--- config.mk ---
export PLATFORM = sky130hd
export DESIGN_NAME = fsub_arbiter
export DESIGN_NICKNAME = d
export VERILOG_FILES = /design/src/rtl/fsub_arbiter.sv
export SDC_FILE = /design/constraint.sdc
export NUM_CORES = 1
export LEC_CHECK = 0
export CORE_AREA = 3 3 155 157
export CTS_CLUSTER_SIZE = 16
export DETAILED_ROUTE_END_ITERATION = 7
export DIE_AREA = 0 0 158 160
export PLACE_DENSITY_LB_ADDON = 0.1
export SLEW_MARGIN = 20
export SYNTH_ARGS = -nofsm -noshare
export SYNTH_HDL_FRONTEND = slang
export SYNTH_SLANG_ARGS = --single-unit
--- constraint.sdc ---
create_clock -name clk -period 9.55 [get_ports clk]
set_clock_uncertainty 0.2 [all_clocks]
set_input_delay 2.3875 -clock clk [delete_from_list [all_inputs] [get_ports clk]]
set_output_delay 2.3875 -clock clk [all_outputs]
set_load 0.02 [all_outputs]
--- src/rtl/fsub_arbiter.sv ---
// Round-robin share of one combinational fsub among NREQ valid/ready requesters; optional perf counters under FSUB_ARB_PERF_EN.
// Latency: handshake at edge T -> rsp_valid after edge T+1; 1 op/cycle sustained.
// Backpressure: stalled result holds RES, then ISS; req_ready all low while both stages are full.
module fsub_arbiter #(
    parameter int NREQ = 4,
    parameter int IDW  = $clog2(NREQ)
) (
    input  logic                 clk,
    input  logic                 rst,
    input  logic [NREQ-1:0]      req_valid,
    input  logic [32*NREQ-1:0]   req_x1,
    input  logic [32*NREQ-1:0]   req_x2,
    output logic [NREQ-1:0]      req_ready,
    output logic                 rsp_valid,
    input  logic                 rsp_ready,
    output logic [IDW-1:0]       rsp_id,
    output logic [31:0]          rsp_y,
    output logic                 rsp_ovf,
    output logic [31:0]          fsub_x1,
    output logic [31:0]          fsub_x2,
    input  logic [31:0]          fsub_y,
    input  logic                 fsub_ovf,
    output logic                 busy
`ifdef FSUB_ARB_PERF_EN
    ,
    output logic [31:0]          perf_ops,
    output logic [15:0]          perf_ovf
`endif
);

    logic            r_iss_full;
    logic [31:0]     r_iss_x1;
    logic [31:0]     r_iss_x2;
    logic [IDW-1:0]  r_iss_id;
    logic            r_res_full;
    logic [31:0]     r_res_y;
    logic            r_res_ovf;
    logic [IDW-1:0]  r_res_id;
    logic [IDW-1:0]  r_ptr;

    logic            w_adv_res;
    logic            w_adv_iss;
    logic            w_hit;
    logic            w_take;
    logic [IDW-1:0]  w_win;
    logic [IDW-1:0]  w_cand;
    int              w_idx;

    assign w_adv_res = ~r_res_full | rsp_ready;
    assign w_adv_iss = ~r_iss_full | w_adv_res;

    // Scan from the pointer upward with wrap; the first valid requester wins.
    always_comb begin
        w_hit  = 1'b0;
        w_win  = '0;
        w_idx  = 0;
        w_cand = '0;
        for (int k = 0; k < NREQ; k++) begin
            w_idx = int'(r_ptr) + k;
            if (w_idx >= NREQ) begin
                w_idx = w_idx - NREQ;
            end
            w_cand = IDW'(w_idx);
            if (!w_hit && req_valid[w_cand]) begin
                w_hit = 1'b1;
                w_win = w_cand;
            end
        end
    end

    assign w_take = w_hit & w_adv_iss & ~rst;

    always_comb begin
        req_ready = '0;
        if (w_take) begin
            req_ready[w_win] = 1'b1;
        end
    end

    always_ff @(posedge clk or posedge rst) begin
        if (rst) begin
            r_iss_full <= 1'b0;
            r_iss_x1   <= '0;
            r_iss_x2   <= '0;
            r_iss_id   <= '0;
            r_ptr      <= '0;
        end else if (w_take) begin
            r_iss_full <= 1'b1;
            r_iss_x1   <= req_x1[32*w_win +: 32];
            r_iss_x2   <= req_x2[32*w_win +: 32];
            r_iss_id   <= w_win;
            r_ptr      <= (w_win == IDW'(NREQ - 1)) ? '0 : w_win + 1'b1;
        end else if (w_adv_iss) begin
            r_iss_full <= 1'b0;
        end
    end

    // The fsub is combinational, so its result is captured straight into RES.
    always_ff @(posedge clk or posedge rst) begin
        if (rst) begin
            r_res_full <= 1'b0;
            r_res_y    <= '0;
            r_res_ovf  <= 1'b0;
            r_res_id   <= '0;
        end else if (r_iss_full && w_adv_res) begin
            r_res_full <= 1'b1;
            r_res_y    <= fsub_y;
            r_res_ovf  <= fsub_ovf;
            r_res_id   <= r_iss_id;
        end else if (rsp_ready) begin
            r_res_full <= 1'b0;
        end
    end

    assign fsub_x1   = r_iss_x1;
    assign fsub_x2   = r_iss_x2;
    assign rsp_valid = r_res_full;
    assign rsp_id    = r_res_id;
    assign rsp_y     = r_res_y;
    assign rsp_ovf   = r_res_ovf;
    assign busy      = r_iss_full | r_res_full;

`ifdef FSUB_ARB_PERF_EN
    logic        w_rsp_hs;
    logic [31:0] r_perf_ops;
    logic [15:0] r_perf_ovf;

    assign w_rsp_hs = r_res_full & rsp_ready;

    always_ff @(posedge clk or posedge rst) begin
        if (rst) begin
            r_perf_ops <= '0;
            r_perf_ovf <= '0;
        end else if (w_rsp_hs) begin
            r_perf_ops <= r_perf_ops + 32'd1;
            if (r_res_ovf && (r_perf_ovf != 16'hFFFF)) begin
                r_perf_ovf <= r_perf_ovf + 16'd1;
            end
        end
    end

    assign perf_ops = r_perf_ops;
    assign perf_ovf = r_perf_ovf;
`endif

endmodule

==> results of run 1 <==
-- power breakdown --
group / switching, mW / internal [mW]
Combinational: 0.588 / 0.583
Clock: 0.208 / 0.191
Sequential: 0.0919 / 0.606
Total: 0.888 / 1.38
-- path summary, 6_finish.rpt --
check / startpoint / to / slack [ns] / cells after the start
max: req_valid[3] / req_ready[3] / 2.11 / 5
max reg2reg: r_ptr[0] / fsub_x1[4] / 6.55 / 7
max in group asynchronous: rst / rsp_y[30] / 5.47 / 4
min in group asynchronous: rst / rsp_y[20] / 2.38 / 3
min: r_iss_id[1] / r_iss_id[1] / 0.28 / 2
min reg2reg: r_iss_id[1] / r_iss_id[1] / 0.28 / 2
-- final cells by class --
cell class | instances | area [sq um] | area share, %
inverter | 67 | 254 | 2.49
clock inverter | 7 | 91.3 | 0.894
multi-input combinational | 331 | 2600 | 25.4
clock buffer | 9 | 225 | 2.20
sequential | 105 | 2630 | 25.7
antenna | 1 | 2.50 | 0.0245
tap | 285 | 357 | 3.49
timing repair buffer | 408 | 4060 | 39.8
-- layout by cell type (no fill, tap or decap), drive strengths merged --
cell	instances
a211o	1
a21bo	1
a21oi	66
and2	2
and3	64
and4	1
buf	8
clkbuf	9
clkdlybuf4s50	400
clkinv	3
dfrtp	105
diode	1
ha	1
inv	71
mux2	36
mux2i	63
nand2	10
nand2b	3
nand3	3
nand3b	1
nor2	4
nor2b	3
nor3b	2
o211a	1
o21ai	2
o221ai	63
o22ai	1
o32ai	1
or2	1
or4	1
-- worst reg2reg max path: cells and delay by family (launching register included) --
family / cells / cell delay [ns]
buffers and inverters: 2 / 1.11
flip-flops: 1 / 0.43
multiplexers: 1 / 0.43
AO/OA/AOI/OAI: 2 / 0.41
AND/OR/NAND/NOR: 2 / 0.31
-- metrics by stage --
stage	std cells	setup WS, ns	cell area [sq um]
3_3_place_gp	1196	2.14	9900
4_1_cts	1212	2.10	10200
2_1_floorplan	548	1.14	5710
5_1_grt	1213	1.96	10200
3_5_place_dp	1196	2.12	9900
6_report	1213	2.11	10200
-- flip-flops by register name (all words and copies together) (netlist names) --
| name | flops |
|---|---|
| fsub_x1 | 32 |
| fsub_x2 | 32 |
| r_iss_full | 1 |
| r_iss_id | 2 |
| r_ptr | 2 |
| rsp_id | 2 |
| rsp_ovf | 1 |
| rsp_valid | 1 |
| rsp_y | 32 |
-- metal layers --
metal / GRT usage, % / vias to the layer above
li1: - / 2745
met1: 21.5 / 2702
met2: 31.5 / 245
met3: 5.31 / 20
met4: 4.89 / 0
met5: 0 / -
-- cell families (layout without fill, tap and decap cells) --
group | after synthesis | count (layout) | synth area share, %
multiplexers | 99 | 99 | 18.1
AO/OA/AOI/OAI | 136 | 136 | 16.6
flip-flops | 105 | 105 | 46.0
adder cells (fa/ha/maj) | 1 | 1 | 0.219
AND/OR/NAND/NOR | 95 | 95 | 10.1
buffers and inverters | 112 | 491 | 8.90
other | 0 | 1 | 0
==> run_results.csv, run 1 <==
group,metric,value,unit
logic_synthesis,yosysUniqueCellTypes,33,
drt,final_antenna_net_count,0,
critical_path,cp_slowest_cell,"or4_4",
critical_path,critPathCaptureType,"output pin",
critical_path,crit_fanout,72,
critical_path,slowest_delay,0.60,ns
critical_path,crit_required,6.96,ns
timing,hold_slack,0.277,ns
drt,drtIter0Drc,221,
run_status,status,"finished clean",
drt,first_pass_iters,6,
logic_synthesis,synth_nets,845,
drt,wl_met2,11800,um
die,ios,401,
placement,dp_hpwl,17300,um
timing,min_period,7.44,ns
logic_synthesis,async_reset_ff_share,100,%
critical_path,cpMostUsedCell,"clkdlybuf4s50_1",
clock_tree,cts_made_buffers,9,
clock_tree,holdBufCountCts,0,
global_route,antenna_found_initial,1,
clock_tree,clk_latency,0.35,ns
global_route,grt_pass1_wl,35400,um
drt,vias,5712,
logic_synthesis,ys_ff_latch,105,
drt,wl_per_cell,19.6,um
logic_synthesis,synth_warnings,0,
die,initial_core_util,25.2,%
logic_synthesis,synth.cell_area,5710,sq um
drt,highest_layer,"met4",
placement,port_buffers,400,
power,power_density,222,nW/um^2
critical_path,critPathLaunchType,"primary input",
logic_synthesis,yosysMostFrequentCell,"dfrtp_1",
timing,finalCritPeriodShare,77.9,%
clock_tree,cts_buffer_depth,2,
die,die_h,160,um
die,die_width,158,um
timing,setup_violations,0,
power,power.total,2.27,mW
timing,timing.final.max_slew_violations,0,
clock_tree,clkTransAtPathRegs,0.08,ns
logic_synthesis,synthTopCellsByArea,"dfrtp_1 (46%), mux2i_1 (11%), o221ai_1 (9.7%)",
die,rows,55,
clock_tree,cts.sinks,105,
logic_synthesis,synth_seq_area_share,46.0,%
logic_synthesis,synth_commonest_cells,"dfrtp_1 (105), inv_1 (67), a21oi_1 (66)",
power,p_leak,4.63,nW
global_route,overflow,0,
power,peakVddDrop,81.0,uV
logic_synthesis,synthDominantCellAreaShare,46.0,%
critical_path,crit_family,"simple AND/OR/NAND/NOR gates",
logic_synthesis,synth-edff-count,0,
critical_path,arrival,4.85,ns
logic_synthesis,yosysTopAreaCell,"dfrtp_1",
timing,final_hold_viol_count,0,
drt,wl,23700,um
drt,vias_per_cell,4.71,
layout,area_growth,78.9,%
logic_synthesis,ys.flop_type,"dfrtp_1",
critical_path,cp_cell_sequence,"clkdlybuf4s50_1 > or4_4 > and3_4 > and2_1 > clkdlybuf4s50_1",
job,drv_cap,0,
clock_tree,ctsResizeCount,0,
die,coreArea,22600,sq um
layout,filler_cell_count,2232,
clock_tree,cts_max_level,3,
clock_tree,cts_tree,"done",
timing,rsz0062_at_grt,"false",
clock_tree,cts_root_buf,"clkbuf_16",
min_path,hp-class,"register to register",
die,die_area,25300,sq um
critical_path,critPathBufInv,2,
timing,tightest_slew,0.926,ns
global_route,grt_max_degree,73,
global_route,grt_pass1_vias,6081,
logic_synthesis,synthCells,548,
layout,finish.utilization,45.1,%
clock_tree,post_cts_buffers,0,
drt,wl_met3,2080,um
layout,final_nets,1219,
logic_synthesis,postSynthAreaPerCell,10.4,sq um
timing,fmax,0.134,GHz
timing,setup_tns,0,ns
global_route,grt_use_total,18.1,%
drt,drc,0,
critical_path,crit_type,"primary input to output pin",
layout,drive_gt1_share,7.66,%
timing,maxSlewHeadroom,38.3,%
placement,gp_congestion,0.765,
drt,wl_met1,9480,um
(Power assumes the default switching activity.)
==> run 2: changes to the inputs <==
==> constraint.sdc (replaced) <==
create_clock -name clk -period 7.3 [get_ports clk]
set_clock_uncertainty 0.2 [all_clocks]
set_input_delay 1.825 -clock clk [delete_from_list [all_inputs] [get_ports clk]]
set_output_delay 1.825 -clock clk [all_outputs]
set_load 0.02 [all_outputs]
==> run_results.csv, run 2 (same netlist as run 1, synthesis figures left out) <==
group,metric,value,unit
clock_tree,cts_max_level,3,
placement,port_buffers,400,
timing,tightest_slew,0.924,ns
timing,min_period,6.28,ns
drt,wl_per_cell,19.7,um
power,p_sw_share,38.4,%
die,initial_core_util,25.2,%
clock_tree,cts.sinks,105,
layout,final_cells,1212,
global_route,grt_max_degree,73,
min_path,holdPathStages,2,
die,die_area,25300,sq um
drt,wl,23900,um
drt,final_antenna_net_count,0,
placement,placedCellCount,1196,
critical_path,crit_family,"simple AND/OR/NAND/NOR gates",
global_route,grt_use_total,18.4,%
clock_tree,cts_tree,"done",
layout,area_growth,79.0,%
critical_path,reg2reg_to,"fsub_x1[23]",
timing,timing.final.max_slew_violations,0,
min_path,min_to,"r_iss_id[1]",
global_route,overflow,0,
power,cellInternalPower,1.83,mW
clock_tree,ctsResizeCount,0,
power,p_leak,4.63,nW
clock_tree,post_cts_buffers,0,
critical_path,crit_required,5.28,ns
die,die_h,160,um
timing,maxSlewHeadroom,38.4,%
die,die_width,158,um
power,power_density,292,nW/um^2
power,peakVddDrop,107,uV
timing,finalCritPeriodShare,86.1,%
critical_path,cpMostUsedCell,"clkdlybuf4s50_1",
run_status,status,"finished clean",
clock_tree,cts_root_buf,"clkbuf_16",
clock_tree,clk_latency,0.34,ns
die,rows,55,
power,comb_power_share,51.4,%
job,drv_cap,0,
power,clockPowerShare,18.0,%
layout,drive_gt1_share,7.66,%
timing,final_hold_viol_count,0,
global_route,grt_pass1_vias,5941,
timing,fmax,0.159,GHz
critical_path,critPathCaptureType,"output pin",
timing,setup_tns,0,ns
placement,dp_hpwl,17200,um
critical_path,cp_cell_sequence,"clkdlybuf4s50_1 > or4_4 > and3_4 > and2_1 > clkdlybuf4s50_1",
critical_path,slowest_delay,0.60,ns
global_route,grt_pass1_wl,36000,um
critical_path,ff2ff_path_depth,7,
min_path,hp-class,"register to register",
placement,gp_congestion,0.739,
drt,drtIter0Drc,177,
timing,setup_violations,0,
layout,final_nets,1219,
layout,layout_common_cells,"clkdlybuf4s50_1 (400), dfrtp_1 (105), a21oi_1 (66), inv_1 (66)",
min_path,hold_path_startpoint,"r_iss_id[1]",
drt,vias,5695,
drt,drc,0,
die,ios,401,
critical_path,r2r-start,"r_ptr[0]",
drt,first_pass_iters,4,
critical_path,critPathLaunchType,"primary input",
die,coreArea,22600,sq um
power,pwr-share-seq,30.6,%
layout,final_common_cell,"clkdlybuf4s50_1",
clock_tree,cts_buffer_depth,2,
critical_path,arrival,4.26,ns
power,power_switching,1.15,mW
clock_tree,cts_made_buffers,9,
critical_path,critPathBufInv,2,
critical_path,crit_type,"primary input to output pin",
clock_tree,holdBufCountCts,0,
drt,vias_per_cell,4.70,
critical_path,cp_slowest_cell,"or4_4",
timing,rsz0062_at_grt,"false",
global_route,antenna_found_initial,0,
critical_path,crit_fanout,72,
critical_path,r2r_setup_slack,4.42,ns
clock_tree,clkTransAtPathRegs,0.08,ns
layout,diodes,0,
run 2: cell count changes in the layout (fill, tap and decap cells not counted), sizes merged:
cell    previous run  this run
inv               71        72
clkinv             3         1
diode              1         0
bufinv             0         1
run 2: worst max-delay path by stage:
| stage | to | depth (start not counted) | from |
|---|---|---|---|
| after floorplan | req_ready[2] | 6 | rst |
| after global placement | req_ready[0] | 6 | req_valid[3] |
| after detailed placement | req_ready[0] | 6 | req_valid[3] |
| after CTS | req_ready[0] | 6 | req_valid[3] |
| after global routing | req_ready[0] | 6 | req_valid[3] |
| final | req_ready[3] | 5 | req_valid[3] |
run 2: stage by stage:
| stage | util, % | worst slack (ns) | hold slack [ns] | area [sq um] | total power [mW] |
|---|---|---|---|---|---|
| after floorplan | - | 0.0182 | 0.243 | 5710 | 1.71 |
| after global placement | 43.7 | 1.02 | 0.262 | 9900 | 2.48 |
| after detailed placement | 43.7 | 0.992 | 0.270 | 9900 | 2.48 |
| after CTS | 45.1 | 0.976 | 0.290 | 10200 | 3.04 |
| after global routing | 45.1 | 0.859 | 0.315 | 10200 | 3.17 |
| final | 45.1 | 1.02 | 0.281 | 10200 | 2.98 |
run 2: final cells by class:
| cell class | instances | area (sq um) |
|---|---|---|
| fillers | 2257 | 12400 |
| well taps | 285 | 357 |
| clock buffers | 9 | 225 |
| inverters | 67 | 254 |
| clock inverters | 7 | 92.6 |
| repair buffers | 408 | 4070 |
| multi-input cells | 331 | 2600 |
| flip-flops and latches | 105 | 2630 |
run 2: power groups by stage:
stage	registers, mW	clock network [mW]	logic (mW)
floorplan	1.17	0	0.538
global placement	0.917	0	1.57
detailed placement	0.920	0	1.56
CTS	0.912	0.564	1.57
global route	0.945	0.585	1.64
finish	0.913	0.536	1.53
run 2: tightest hold or removal path, stage by stage, from the launching register on:
cell	delay, ns
dfrtp_1	0.35
nand2_1	0.05
nand2_1	0.05
run 2: layer usage:
metal	part of all wire [%]	track usage, %
met5	0	0
met4	1.2	4.03
met3	8.6	5.34
met2	50	32.3
met1	40	22.3
==> run 3: changes to the inputs <==
--- a/config.mk
+++ b/config.mk
@@ -6,6 +6,7 @@
 export NUM_CORES = 1
 export LEC_CHECK = 0
 export CORE_AREA = 3 3 155 157
+export CTS_BUF_LIST = sky130_fd_sc_hd__clkbuf_2
 export CTS_CLUSTER_SIZE = 16
 export DETAILED_ROUTE_END_ITERATION = 7
 export DIE_AREA = 0 0 158 160
==> run_results.csv, run 3 (same netlist as run 1, synthesis figures left out) <==
group,metric,value,unit
timing,finalCritPeriodShare,86.6,%
critical_path,critPathCaptureType,"output pin",
global_route,grt_pass1_vias,5943,
die,coreArea,22600,sq um
layout,layout_common_cells,"clkdlybuf4s50_1 (400), dfrtp_1 (105), a21oi_1 (66), inv_1 (66)",
drt,vias,5685,
power,peakVddDrop,97.9,uV
placement,port_buffers,400,
timing,fmax,0.158,GHz
drt,wl,23900,um
timing,min_period,6.32,ns
global_route,overflow,0,
die,die_width,158,um
critical_path,cp_cell_sequence,"clkdlybuf4s50_1 > or4_4 > and3_4 > and2_1 > clkdlybuf4s50_1",
critical_path,slowest_delay,0.61,ns
clock_tree,cts_tree,"done",
placement,dp_hpwl,17200,um
critical_path,crit_type,"primary input to output pin",
power,power_switching,1.13,mW
placement,dp_worst_setup_slack,0.992,ns
global_route,antenna_found_initial,1,
clock_tree,ctsResizeCount,0,
placement,gp_congestion,0.739,
timing,hold_slack,0.322,ns
power,cellInternalPower,1.65,mW
clock_tree,cts.sinks,105,
die,die_area,25300,sq um
clock_tree,holdBufCountCts,0,
critical_path,critPathLaunchType,"primary input",
critical_path,arrival,4.29,ns
die,ios,401,
min_path,hp-class,"register to register",
power,clockPowerShare,12.0,%
die,die_h,160,um
timing,setup_ws,0.981,ns
clock_tree,clk_latency,0.59,ns
timing,tightest_slew,0.917,ns
timing,timing.final.max_slew_violations,0,
timing,setup_tns,0,ns
drt,vias_per_cell,4.68,
job,drv_cap,0,
global_route,grt_pass1_wl,36000,um
timing,setup_violations,0,
drt,final_antenna_net_count,0,
clock_tree,post_cts_buffers,0,
critical_path,crit_family,"simple AND/OR/NAND/NOR gates",
power,p_sw_share,40.7,%
global_route,grt_use_total,18.4,%
power,power_density,276,nW/um^2
drt,drc,0,
clock_tree,cts_root_buf,"clkbuf_2",
die,initial_core_util,25.2,%
clock_tree,clkTransAtPathRegs,0.33,ns
clock_tree,cts_max_level,3,
die,rows,55,
critical_path,crit_required,5.28,ns
timing,maxSlewHeadroom,38.9,%
critical_path,cpMostUsedCell,"clkdlybuf4s50_1",
power,comb_power_share,55.2,%
timing,final_hold_viol_count,0,
power,p_leak,4.56,nW
clock_tree,cts_buffer_depth,2,
global_route,grt_max_degree,73,
layout,area_growth,75.9,%
drt,wl_per_cell,19.7,um
clock_tree,cts_made_buffers,9,
run_status,status,"finished clean",
critical_path,crit_fanout,72,
drt,drtIter0Drc,149,
timing,rsz0062_at_grt,"false",
power,pwr-share-seq,32.8,%
critical_path,cp_slowest_cell,"or4_4",
layout,drive_gt1_share,7.66,%
layout,final_common_cell,"clkdlybuf4s50_1",
layout,final_nets,1219,
drt,first_pass_iters,4,
critical_path,critPathBufInv,2,
-- run 3: cell types whose count changed in the layout (fill, tap and decap cells not counted), sizes merged --
cell,previous run,this run
diode,0,2
-- run 3: through the flow --
step | utilization [%] | instance area [sq um] | instances | power [mW]
2_1_floorplan | - | 5710 | 548 | 1.71
6_report | 44.4 | 10000 | 1214 | 2.77
4_1_cts | 44.3 | 10000 | 1212 | 2.83
3_5_place_dp | 43.7 | 9900 | 1196 | 2.48
3_3_place_gp | 43.7 | 9900 | 1196 | 2.48
5_1_grt | 44.4 | 10000 | 1214 | 2.96
-- run 3: power groups by stage --
stage,clock (mW),combinational [mW],sequential (mW)
detailed placement,0,1.56,0.920
finish,0.332,1.53,0.910
CTS,0.355,1.57,0.910
global route,0.378,1.64,0.944
floorplan,0,0.538,1.17
global placement,0,1.57,0.917
-- run 3: routing by layer --
layer  vias to the layer above  wire, um  track usage, %
li1                       2753         -               -
met4                         0       341            4.38
met3                        17      2030            5.39
met2                       235     12000            32.1
met5                         -         0               0
met1                      2680      9550            22.3
-- run 3: cell type report --
cell class | count | area [sq um]
clock buffers | 9 | 45.0
repair buffers | 408 | 4070
fillers | 2277 | 12600
diodes | 2 | 5.00
inverters | 67 | 254
flip-flops and latches | 105 | 2630
clock inverters | 7 | 92.6
multi-input cells | 331 | 2600
well taps | 285 | 357
-- run 3: tightest hold or removal path, stage by stage, from the launching register on --
cell	delay [ns]
dfrtp_1	0.42
nand2_1	0.05
nand2_1	0.05
-- run 3: final timing paths --
path	start	endpoint	cells after the start	slack (ns)
worst max-delay path	req_valid[3]	req_ready[3]	5	0.98
worst min-delay path	r_iss_id[1]	r_iss_id[1]	2	0.32
worst max register to register	r_ptr[0]	fsub_x1[23]	7	4.39
worst min register to register	r_iss_id[1]	r_iss_id[1]	2	0.32
max in group asynchronous	rst	fsub_x1[23]	4	4.31
min in group asynchronous	rst	rsp_y[18]	3	1.42
